$ cat src/rtl/rs_queue_if.sv
// ----------------------------------------------------------------------------
// rs_queue_if
// Bundles the reservation-station handshake and broadcast signals.
//   master : dispatch source / CDB driver / functional unit side (drives
//            flush, dispatch request fields, cdb_valid/cdb_tag, issue_ready)
//   slave  : the reservation station itself (drives in_ready, issue_*,
//            count, full, empty)
// Parameters must match those of the rs_queue instance it connects to.
// ----------------------------------------------------------------------------
interface rs_queue_if #(
   parameter int NUM_ENTRIES = 8,
   parameter int TAG_W       = 6,
   parameter int PAYLOAD_W   = 64,
   parameter int NUM_CDB     = 2
);
   localparam int CNT_W = $clog2(NUM_ENTRIES + 1);

   logic                     flush;
   logic                     in_valid;
   logic                     in_ready;
   logic [TAG_W-1:0]         in_t1_tag;
   logic                     in_t1_rdy;
   logic [TAG_W-1:0]         in_t2_tag;
   logic                     in_t2_rdy;
   logic [TAG_W-1:0]         in_dest_tag;
   logic [PAYLOAD_W-1:0]     in_payload;
   logic [NUM_CDB-1:0]       cdb_valid;
   logic [NUM_CDB*TAG_W-1:0] cdb_tag;
   logic                     issue_valid;
   logic                     issue_ready;
   logic [TAG_W-1:0]         issue_dest_tag;
   logic [PAYLOAD_W-1:0]     issue_payload;
   logic [CNT_W-1:0]         count;
   logic                     full;
   logic                     empty;

   modport master (
      output flush, in_valid, in_t1_tag, in_t1_rdy, in_t2_tag, in_t2_rdy,
             in_dest_tag, in_payload, cdb_valid, cdb_tag, issue_ready,
      input  in_ready, issue_valid, issue_dest_tag, issue_payload,
             count, full, empty
   );

   modport slave (
      input  flush, in_valid, in_t1_tag, in_t1_rdy, in_t2_tag, in_t2_rdy,
             in_dest_tag, in_payload, cdb_valid, cdb_tag, issue_ready,
      output in_ready, issue_valid, issue_dest_tag, issue_payload,
             count, full, empty
   );
endinterface

$ cat src/rtl/rs_queue.sv
// ----------------------------------------------------------------------------
// rs_queue
// Reservation station with CDB wakeup and oldest-first issue selection.
//   clk  : single clock, all state changes on the rising edge
//   rst  : asynchronous active-high reset
//   bus  : rs_queue_if.slave
//          flush                 synchronous clear of all entries
//          in_valid/in_ready     dispatch handshake (in_ready = !full)
//          in_t1/t2_tag/_rdy     source operand tags and ready flags
//          in_dest_tag/payload   destination tag and opaque payload
//          cdb_valid/cdb_tag     NUM_CDB broadcast buses, bus k at [k*TAG_W +: TAG_W]
//          issue_valid/ready     issue handshake toward the functional unit
//          issue_dest_tag/payload fields of the selected entry, zero when idle
//          count/full/empty      occupancy
// ----------------------------------------------------------------------------
module rs_queue #(
   parameter int NUM_ENTRIES = 8,
   parameter int TAG_W       = 6,
   parameter int PAYLOAD_W   = 64,
   parameter int NUM_CDB     = 2
) (
   input  logic      clk,
   input  logic      rst,
   rs_queue_if.slave bus
);
   localparam int                CNT_W    = $clog2(NUM_ENTRIES + 1);
   localparam logic [CNT_W-1:0]  FULL_CNT = CNT_W'(NUM_ENTRIES);
   localparam logic [CNT_W-1:0]  CNT_ONE  = {{(CNT_W-1){1'b0}}, 1'b1};
   localparam logic [NUM_ENTRIES-1:0] ENT_ONE = {{(NUM_ENTRIES-1){1'b0}}, 1'b1};

   // Per-entry state
   logic [NUM_ENTRIES-1:0] busy_q,   busy_d;
   logic [NUM_ENTRIES-1:0] t1_rdy_q, t1_rdy_d;
   logic [NUM_ENTRIES-1:0] t2_rdy_q, t2_rdy_d;
   logic [TAG_W-1:0]       t1_tag_q   [NUM_ENTRIES];
   logic [TAG_W-1:0]       t1_tag_d   [NUM_ENTRIES];
   logic [TAG_W-1:0]       t2_tag_q   [NUM_ENTRIES];
   logic [TAG_W-1:0]       t2_tag_d   [NUM_ENTRIES];
   logic [TAG_W-1:0]       dest_tag_q [NUM_ENTRIES];
   logic [TAG_W-1:0]       dest_tag_d [NUM_ENTRIES];
   logic [PAYLOAD_W-1:0]   payload_q  [NUM_ENTRIES];
   logic [PAYLOAD_W-1:0]   payload_d  [NUM_ENTRIES];
   // age_q[i][j] = 1 means entry j is older than entry i
   logic [NUM_ENTRIES-1:0] age_q      [NUM_ENTRIES];
   logic [NUM_ENTRIES-1:0] age_d      [NUM_ENTRIES];
   logic [CNT_W-1:0]       count_q, count_d;

   // Combinational control
   logic                   full_s;
   logic                   disp_fire_s;
   logic                   issue_fire_s;
   logic                   issue_valid_s;
   logic [NUM_ENTRIES-1:0] free_s;
   logic [NUM_ENTRIES-1:0] disp_slot_s;
   logic [NUM_ENTRIES-1:0] disp_mask_s;
   logic [NUM_ENTRIES-1:0] eligible_s;
   logic [NUM_ENTRIES-1:0] sel_s;
   logic [NUM_ENTRIES-1:0] iss_mask_s;
   logic                   in_t1_hit_s;
   logic                   in_t2_hit_s;
   logic [TAG_W-1:0]       issue_dest_s;
   logic [PAYLOAD_W-1:0]   issue_payload_s;

   // True when any valid broadcast bus carries the given tag; duplicates
   // across buses collapse into a single hit.
   function automatic logic cdb_match(
      input logic [TAG_W-1:0]         tag,
      input logic [NUM_CDB-1:0]       vld,
      input logic [NUM_CDB*TAG_W-1:0] tags
   );
      logic hit;
      hit = 1'b0;
      for (int k = 0; k < NUM_CDB; k++) begin
         hit = hit | (vld[k] & (tags[k*TAG_W +: TAG_W] == tag));
      end
      return hit;
   endfunction

   // Dispatch slot choice, issue selection and handshake qualifiers
   always_comb begin
      full_s       = (count_q == FULL_CNT);
      disp_fire_s  = bus.in_valid & ~full_s;
      free_s       = ~busy_q;
      // Isolate the lowest set bit of free_s: x & (-x)
      disp_slot_s  = free_s & (~free_s + ENT_ONE);
      disp_mask_s  = disp_slot_s & {NUM_ENTRIES{disp_fire_s}};
      eligible_s   = busy_q & t1_rdy_q & t2_rdy_q;
      // Oldest eligible entry: no other eligible entry is older than it
      for (int i = 0; i < NUM_ENTRIES; i++) begin
         sel_s[i] = eligible_s[i] & ((age_q[i] & eligible_s) == {NUM_ENTRIES{1'b0}});
      end
      issue_valid_s = |sel_s;
      issue_fire_s  = issue_valid_s & bus.issue_ready;
      iss_mask_s    = sel_s & {NUM_ENTRIES{issue_fire_s}};
      in_t1_hit_s   = cdb_match(bus.in_t1_tag, bus.cdb_valid, bus.cdb_tag);
      in_t2_hit_s   = cdb_match(bus.in_t2_tag, bus.cdb_valid, bus.cdb_tag);
   end

   // Issue data mux; sel_s is one-hot or zero so an AND-OR tree suffices
   always_comb begin
      issue_dest_s    = {TAG_W{1'b0}};
      issue_payload_s = {PAYLOAD_W{1'b0}};
      for (int i = 0; i < NUM_ENTRIES; i++) begin
         issue_dest_s    = issue_dest_s    | (dest_tag_q[i] & {TAG_W{sel_s[i]}});
         issue_payload_s = issue_payload_s | (payload_q[i]  & {PAYLOAD_W{sel_s[i]}});
      end
   end

   // Next-state: flush, wakeup, issue retirement, dispatch and occupancy
   always_comb begin
      busy_d   = busy_q;
      t1_rdy_d = t1_rdy_q;
      t2_rdy_d = t2_rdy_q;
      count_d  = count_q;
      for (int i = 0; i < NUM_ENTRIES; i++) begin
         t1_tag_d[i]   = t1_tag_q[i];
         t2_tag_d[i]   = t2_tag_q[i];
         dest_tag_d[i] = dest_tag_q[i];
         payload_d[i]  = payload_q[i];
         age_d[i]      = age_q[i];
      end

      if (bus.flush) begin
         busy_d   = {NUM_ENTRIES{1'b0}};
         t1_rdy_d = {NUM_ENTRIES{1'b0}};
         t2_rdy_d = {NUM_ENTRIES{1'b0}};
         count_d  = {CNT_W{1'b0}};
         for (int i = 0; i < NUM_ENTRIES; i++) begin
            age_d[i] = {NUM_ENTRIES{1'b0}};
         end
      end else begin
         for (int i = 0; i < NUM_ENTRIES; i++) begin
            if (busy_q[i] && cdb_match(t1_tag_q[i], bus.cdb_valid, bus.cdb_tag)) begin
               t1_rdy_d[i] = 1'b1;
            end else begin
               t1_rdy_d[i] = t1_rdy_q[i];
            end
            if (busy_q[i] && cdb_match(t2_tag_q[i], bus.cdb_valid, bus.cdb_tag)) begin
               t2_rdy_d[i] = 1'b1;
            end else begin
               t2_rdy_d[i] = t2_rdy_q[i];
            end

            if (iss_mask_s[i]) begin
               busy_d[i] = 1'b0;
            end else begin
               busy_d[i] = busy_q[i];
            end

            if (disp_mask_s[i]) begin
               busy_d[i]     = 1'b1;
               t1_tag_d[i]   = bus.in_t1_tag;
               t2_tag_d[i]   = bus.in_t2_tag;
               t1_rdy_d[i]   = bus.in_t1_rdy | in_t1_hit_s;
               t2_rdy_d[i]   = bus.in_t2_rdy | in_t2_hit_s;
               dest_tag_d[i] = bus.in_dest_tag;
               payload_d[i]  = bus.in_payload;
               // Every entry that stays busy is older than the newcomer
               age_d[i]      = busy_q & ~iss_mask_s;
            end else begin
               // The newcomer's column is cleared so nobody sees it as older
               age_d[i]      = age_q[i] & ~disp_mask_s;
            end
         end

         case ({disp_fire_s, issue_fire_s})
            2'b10:   count_d = count_q + CNT_ONE;
            2'b01:   count_d = count_q - CNT_ONE;
            default: count_d = count_q;
         endcase
      end
   end

   // State registers with asynchronous reset
   always_ff @(posedge clk or posedge rst) begin
      if (rst) begin
         busy_q   <= {NUM_ENTRIES{1'b0}};
         t1_rdy_q <= {NUM_ENTRIES{1'b0}};
         t2_rdy_q <= {NUM_ENTRIES{1'b0}};
         count_q  <= {CNT_W{1'b0}};
         for (int i = 0; i < NUM_ENTRIES; i++) begin
            t1_tag_q[i]   <= {TAG_W{1'b0}};
            t2_tag_q[i]   <= {TAG_W{1'b0}};
            dest_tag_q[i] <= {TAG_W{1'b0}};
            payload_q[i]  <= {PAYLOAD_W{1'b0}};
            age_q[i]      <= {NUM_ENTRIES{1'b0}};
         end
      end else begin
         busy_q   <= busy_d;
         t1_rdy_q <= t1_rdy_d;
         t2_rdy_q <= t2_rdy_d;
         count_q  <= count_d;
         for (int i = 0; i < NUM_ENTRIES; i++) begin
            t1_tag_q[i]   <= t1_tag_d[i];
            t2_tag_q[i]   <= t2_tag_d[i];
            dest_tag_q[i] <= dest_tag_d[i];
            payload_q[i]  <= payload_d[i];
            age_q[i]      <= age_d[i];
         end
      end
   end

   assign bus.in_ready       = ~full_s;
   assign bus.full           = full_s;
   assign bus.empty          = (count_q == {CNT_W{1'b0}});
   assign bus.count          = count_q;
   assign bus.issue_valid    = issue_valid_s;
   assign bus.issue_dest_tag = issue_dest_s;
   assign bus.issue_payload  = issue_payload_s;

endmodule

$ cat src/flat_wrapper.sv
// flat-port wrapper written by rule: the top's interface ports become plain ports
module rs_queue_flat 
#(
   parameter int NUM_ENTRIES = 8,
   parameter int TAG_W       = 6,
   parameter int PAYLOAD_W   = 64,
   parameter int NUM_CDB     = 2
)
  (clk, rst, bus_flush, bus_in_valid, bus_in_t1_tag, bus_in_t1_rdy, bus_in_t2_tag, bus_in_t2_rdy, bus_in_dest_tag, bus_in_payload, bus_cdb_valid, bus_cdb_tag, bus_issue_ready, bus_in_ready, bus_issue_valid, bus_issue_dest_tag, bus_issue_payload, bus_count, bus_full, bus_empty);
  rs_queue_if #(.NUM_ENTRIES(NUM_ENTRIES), .TAG_W(TAG_W), .PAYLOAD_W(PAYLOAD_W), .NUM_CDB(NUM_CDB)) bus_i ();
  input  logic clk;
  input  logic rst;
  input wire logic [$bits(bus_i.flush)-1:0] bus_flush;
  input wire logic [$bits(bus_i.in_valid)-1:0] bus_in_valid;
  input wire logic [$bits(bus_i.in_t1_tag)-1:0] bus_in_t1_tag;
  input wire logic [$bits(bus_i.in_t1_rdy)-1:0] bus_in_t1_rdy;
  input wire logic [$bits(bus_i.in_t2_tag)-1:0] bus_in_t2_tag;
  input wire logic [$bits(bus_i.in_t2_rdy)-1:0] bus_in_t2_rdy;
  input wire logic [$bits(bus_i.in_dest_tag)-1:0] bus_in_dest_tag;
  input wire logic [$bits(bus_i.in_payload)-1:0] bus_in_payload;
  input wire logic [$bits(bus_i.cdb_valid)-1:0] bus_cdb_valid;
  input wire logic [$bits(bus_i.cdb_tag)-1:0] bus_cdb_tag;
  input wire logic [$bits(bus_i.issue_ready)-1:0] bus_issue_ready;
  output wire logic [$bits(bus_i.in_ready)-1:0] bus_in_ready;
  output wire logic [$bits(bus_i.issue_valid)-1:0] bus_issue_valid;
  output wire logic [$bits(bus_i.issue_dest_tag)-1:0] bus_issue_dest_tag;
  output wire logic [$bits(bus_i.issue_payload)-1:0] bus_issue_payload;
  output wire logic [$bits(bus_i.count)-1:0] bus_count;
  output wire logic [$bits(bus_i.full)-1:0] bus_full;
  output wire logic [$bits(bus_i.empty)-1:0] bus_empty;
  assign bus_i.flush = bus_flush;
  assign bus_i.in_valid = bus_in_valid;
  assign bus_i.in_t1_tag = bus_in_t1_tag;
  assign bus_i.in_t1_rdy = bus_in_t1_rdy;
  assign bus_i.in_t2_tag = bus_in_t2_tag;
  assign bus_i.in_t2_rdy = bus_in_t2_rdy;
  assign bus_i.in_dest_tag = bus_in_dest_tag;
  assign bus_i.in_payload = bus_in_payload;
  assign bus_i.cdb_valid = bus_cdb_valid;
  assign bus_i.cdb_tag = bus_cdb_tag;
  assign bus_i.issue_ready = bus_issue_ready;
  assign bus_in_ready = bus_i.in_ready;
  assign bus_issue_valid = bus_i.issue_valid;
  assign bus_issue_dest_tag = bus_i.issue_dest_tag;
  assign bus_issue_payload = bus_i.issue_payload;
  assign bus_count = bus_i.count;
  assign bus_full = bus_i.full;
  assign bus_empty = bus_i.empty;
  rs_queue #(.NUM_ENTRIES(NUM_ENTRIES), .TAG_W(TAG_W), .PAYLOAD_W(PAYLOAD_W), .NUM_CDB(NUM_CDB)) u_core (.clk(clk), .rst(rst), .bus(bus_i));
endmodule
$ cat config.mk
export PLATFORM = sky130hd
export DESIGN_NAME = rs_queue_flat
export DESIGN_NICKNAME = d
export VERILOG_FILES = /design/src/rtl/rs_queue_if.sv /design/src/rtl/rs_queue.sv /design/src/flat_wrapper.sv
export SDC_FILE = /design/constraint.sdc
export NUM_CORES = 2
export LEC_CHECK = 0
export BUFFER_PORTS_ARGS = -buffer_cell sky130_fd_sc_hd__buf_2
export CORE_MARGIN = 2
export CORE_UTILIZATION = 50
export DETAILED_ROUTE_END_ITERATION = 8
export PLACE_DENSITY = 0.67
export SETUP_SLACK_MARGIN = 0.15
export SLEW_MARGIN = 15
export SYNTH_ARGS = -nofsm -noshare
export SYNTH_HDL_FRONTEND = slang
export SYNTH_SLANG_ARGS = --single-unit
$ cat constraint.sdc
create_clock -name clk -period 47.3 [get_ports clk]
set_input_delay 4.73 -clock clk [delete_from_list [all_inputs] [get_ports clk]]
set_output_delay 4.73 -clock clk [all_outputs]
set_load 0.02 [all_outputs]
==> summary.txt <==
Outcome
  – Outcome: finished, final reports clean

Final layout
  – Fill cells: 5430
  – Layout cells sized above 1: 0.328
  – Fin nets: 2850
  – Final instance area: 38600 um^2
  – Area growth syn-to-layout: 12.3%
  – Multi-input gate area: 14800 um^2
  – FF+latch area: 18700 um^2

Clock tree
  – Clock Latency Late Sink: 0.63 ns
  – Setup Buffers After CTS: 0
  – Clock Path Buffers: 3
  – # clock sinks: 748
  – # hold bufs at CTS: 0
  – Root Driver: clkbuf_16
  – H-tree depth reported by CTS: 3
  – Clk slew on worst S/H paths: 0.06 ns
  – TritonCTS Buffers: 79
  – CTS tree: done
  – Post-CTS Resized: 0

Die
  – Die area: 70800 um^2
  – Core ar.: 68300 um^2
  – Chip width: 266 um
  – Die Y: 266 um
  – Starting Density: 0.503
  – Row count: 96
  – IO Pins: 181

Critical path
  – CP startpoint kind: flop
  – CP Data Arrival Time: 4.33 ns
  – CP Max Fanout: 63
  – Crit end category: output port
  – FF-to-FF path depth: 9
  – WP data required: 42.57 ns
  – Crit Path Class: reg2out

Logic synthesis
  – Post-synth EDFFs: 0
  – Ys flop type: dfrtp_1
  – #FFs+latches synth: 748
  – Cell accounting for the most synthesized area: dfrtp_1
  – Register area share after synthesis: 0.545
  – Post-synth cell types: 63
  – Syn Std Cell Area: 34300 um^2
  – Yosys warns: 0
  – Yosys top cell area share: 0.545
  – Post-Synthesis Cells: 2651
  – Area contributors post-synth: dfrtp_1 54%, mux2_2 18%, a22oi_1 6.3%, mux2_1 4.0%, xnor2_1 3.2%
  – Post-Syn Area per Cell: 13.0 um^2
  – Most frequent cell after synthesis: dfrtp_1
  – Top cells by count, synth: 748 x dfrtp_1, 536 x mux2_2, 287 x a22oi_1
  – Synth async-reset ratio: 1.00
  – Synthesized Nets: 2757

Flow run
  – Max-Cap Viols: 0

Detailed routing
  – Drt wl/cell: 25.4 um
  – Post-DRT Antenna Nets: 0
  – Total wire length: 94000 um
  – DR vias/cell: 6.25
  – DR iter-0 viols: 1935
  – Via count: 23100
  – Drt drc: 0
  – TritonRoute pass-1 iters: 7

Timing
  – Pins Over Slew Limit: 0
  – Final period util: 0.192
  – Unrepaired setup endpoints after global routing: no
  – Final Hold Vio Count: 0
  – Setup violators final: 0
  – Slew @ Worst Pin: 1.15 ns
  – Setup TNS: 0 ns
  – Setup Skew: 0.0206 ns
  – Final Critical Period: 9.06 ns
  – FMAX: 0.110 GHz
  – Rel. slew slack: 0.230

Global routing
  – Initial antenna violation count: 17
  – Global route total overflow: 0
  – First-pass GRT wire length: 145000 um
  – Largest net degree at the start of global routing: 190
  – Vias in the first global route: 24500
  – GRT Resource Usage Total: 0.266

Power
  – Leakage power: 17.8 nW
  – Peak VDD IR: 0.0258 mV
  – Total power: 0.00148 W
  – Pwr per Cell Area: 38.3 nW/um^2

Hold path
  – Hold depth: 1
  – HP Class: reg2reg

Placement
  – RePlAce Congestion: 0.902
  – Area after DPL: 35800 um^2
  – I/O Buffers: 180
  – DP HPWL: 53500 um
-- report_power, final --
part | switching (W) | internal (W) | leakage (nW) | total (W)
Sequential | 0.0000308 | 0.000688 | 10.1 | 0.000719
Combinational | 0.0000595 | 0.0000562 | 6.39 | 0.000116
Clock | 0.000261 | 0.000380 | 1.33 | 0.000641
Total | 0.000351 | 0.00112 | 17.8 | 0.00148
-- critical path, cell delays in order, from the launching register on --
cell and delay [ns]:
dfrtp_1 0.50, and3_1 0.37, a22o_1 0.31, a2111oi_4 0.75, buf_4 0.89, a22oi_1 0.20, nand4_1 0.34, buf_2 0.24
-- registers in the layout (all words and copies together), names as in the netlist --
register           cells
u_core.t1_tag_q       48
u_core.age_q          64
u_core.payload_q     512
u_core.t2_tag_q       48
u_core.busy_q          8
u_core.t1_rdy_q        8
u_core.bus.count       4
u_core.t2_rdy_q        8
u_core.dest_tag_q     48
-- metal layers --
layer	vias to the layer above	global-route usage	wire length, um
li1	10000	-	-
met1	12200	0.352	39800
met2	707	0.439	45500
met3	203	0.0531	6040
met4	16	0.0872	2550
met5	-	0	100
-- stage by stage --
stage / util / instances / hold WS [ns] / setup slack, ns
floorplan: - / 2651 / 0.459 / 21.58
detailed placement: 0.524 / 3545 / 0.475 / 38.70
global placement: 0.524 / 3545 / 0.468 / 38.78
finish: 0.564 / 3699 / 0.489 / 38.24
CTS: 0.564 / 3691 / 0.488 / 38.30
global route: 0.564 / 3695 / 0.500 / 38.16
-- cell usage in the layout (no fill, tap or decap), drive strengths merged, types with 9 or more instances in the layout --
cell	netlist	layout
a31oi	16	16
nand2b	11	11
or4	11	11
nor3	11	11
nor2	79	79
dfrtp	748	748
xnor2	124	124
nand4	138	138
buf	80	219
a21oi	43	43
nand3	39	39
clkbuf	127	109
a22oi	287	287
mux2	657	657
xor2	93	93
o21ai	13	13
a211oi	16	16
nor4	28	28
nor3b	9	9
nand2	42	42
inv	9	14
clkinv	0	19
-- layout make-up --
cell class | count | area share
Clock buffer | 109 | 0.0586
Sequential cell | 748 | 0.485
Multi-Input combinational cell | 1687 | 0.383
Inverter | 9 | 0.00107
Tap cell | 882 | 0.0286
Timing Repair Buffer | 219 | 0.0317
Clock inverter | 37 | 0.0117
Antenna cell | 8 | 0.000519
-- worst paths after layout --
kind | start | end | slack [ns]
worst min-delay path | u_core.payload_q[75]$_DFFE_PP0P_ | u_core.payload_q[75]$_DFFE_PP0P_ | 0.49
worst max register to register | u_core.bus.count[1]$_DFFE_PP0P_ | u_core.t1_tag_q[12]$_DFFE_PP0P_ | 42.87
min in group asynchronous | rst | u_core.t1_tag_q[26]$_DFFE_PP0P_ | 4.27
worst min register to register | u_core.payload_q[75]$_DFFE_PP0P_ | u_core.payload_q[75]$_DFFE_PP0P_ | 0.49
worst max-delay path | u_core.busy_q[2]$_DFFE_PP0P_ | bus_issue_payload[63] | 38.24
max in group asynchronous | rst | u_core.payload_q[86]$_DFFE_PP0P_ | 40.71
-- cell families (layout without fill, tap and decap cells) --
| group | Yosys count | count (layout) | synth area share |
|---|---|---|---|
| AO/OA/AOI/OAI | 419 | 419 | 0.0913 |
| XOR/XNOR | 218 | 218 | 0.0560 |
| adder cells (fa/ha/maj) | 3 | 3 | 0.00131 |
| buffers and inverters | 216 | 374 | 0.0276 |
| flip-flops | 748 | 748 | 0.545 |
| multiplexers | 658 | 658 | 0.216 |
| other | 0 | 8 | 0 |
| AND/OR/NAND/NOR | 389 | 389 | 0.0632 |
Power figures use the tool's default switching activity.
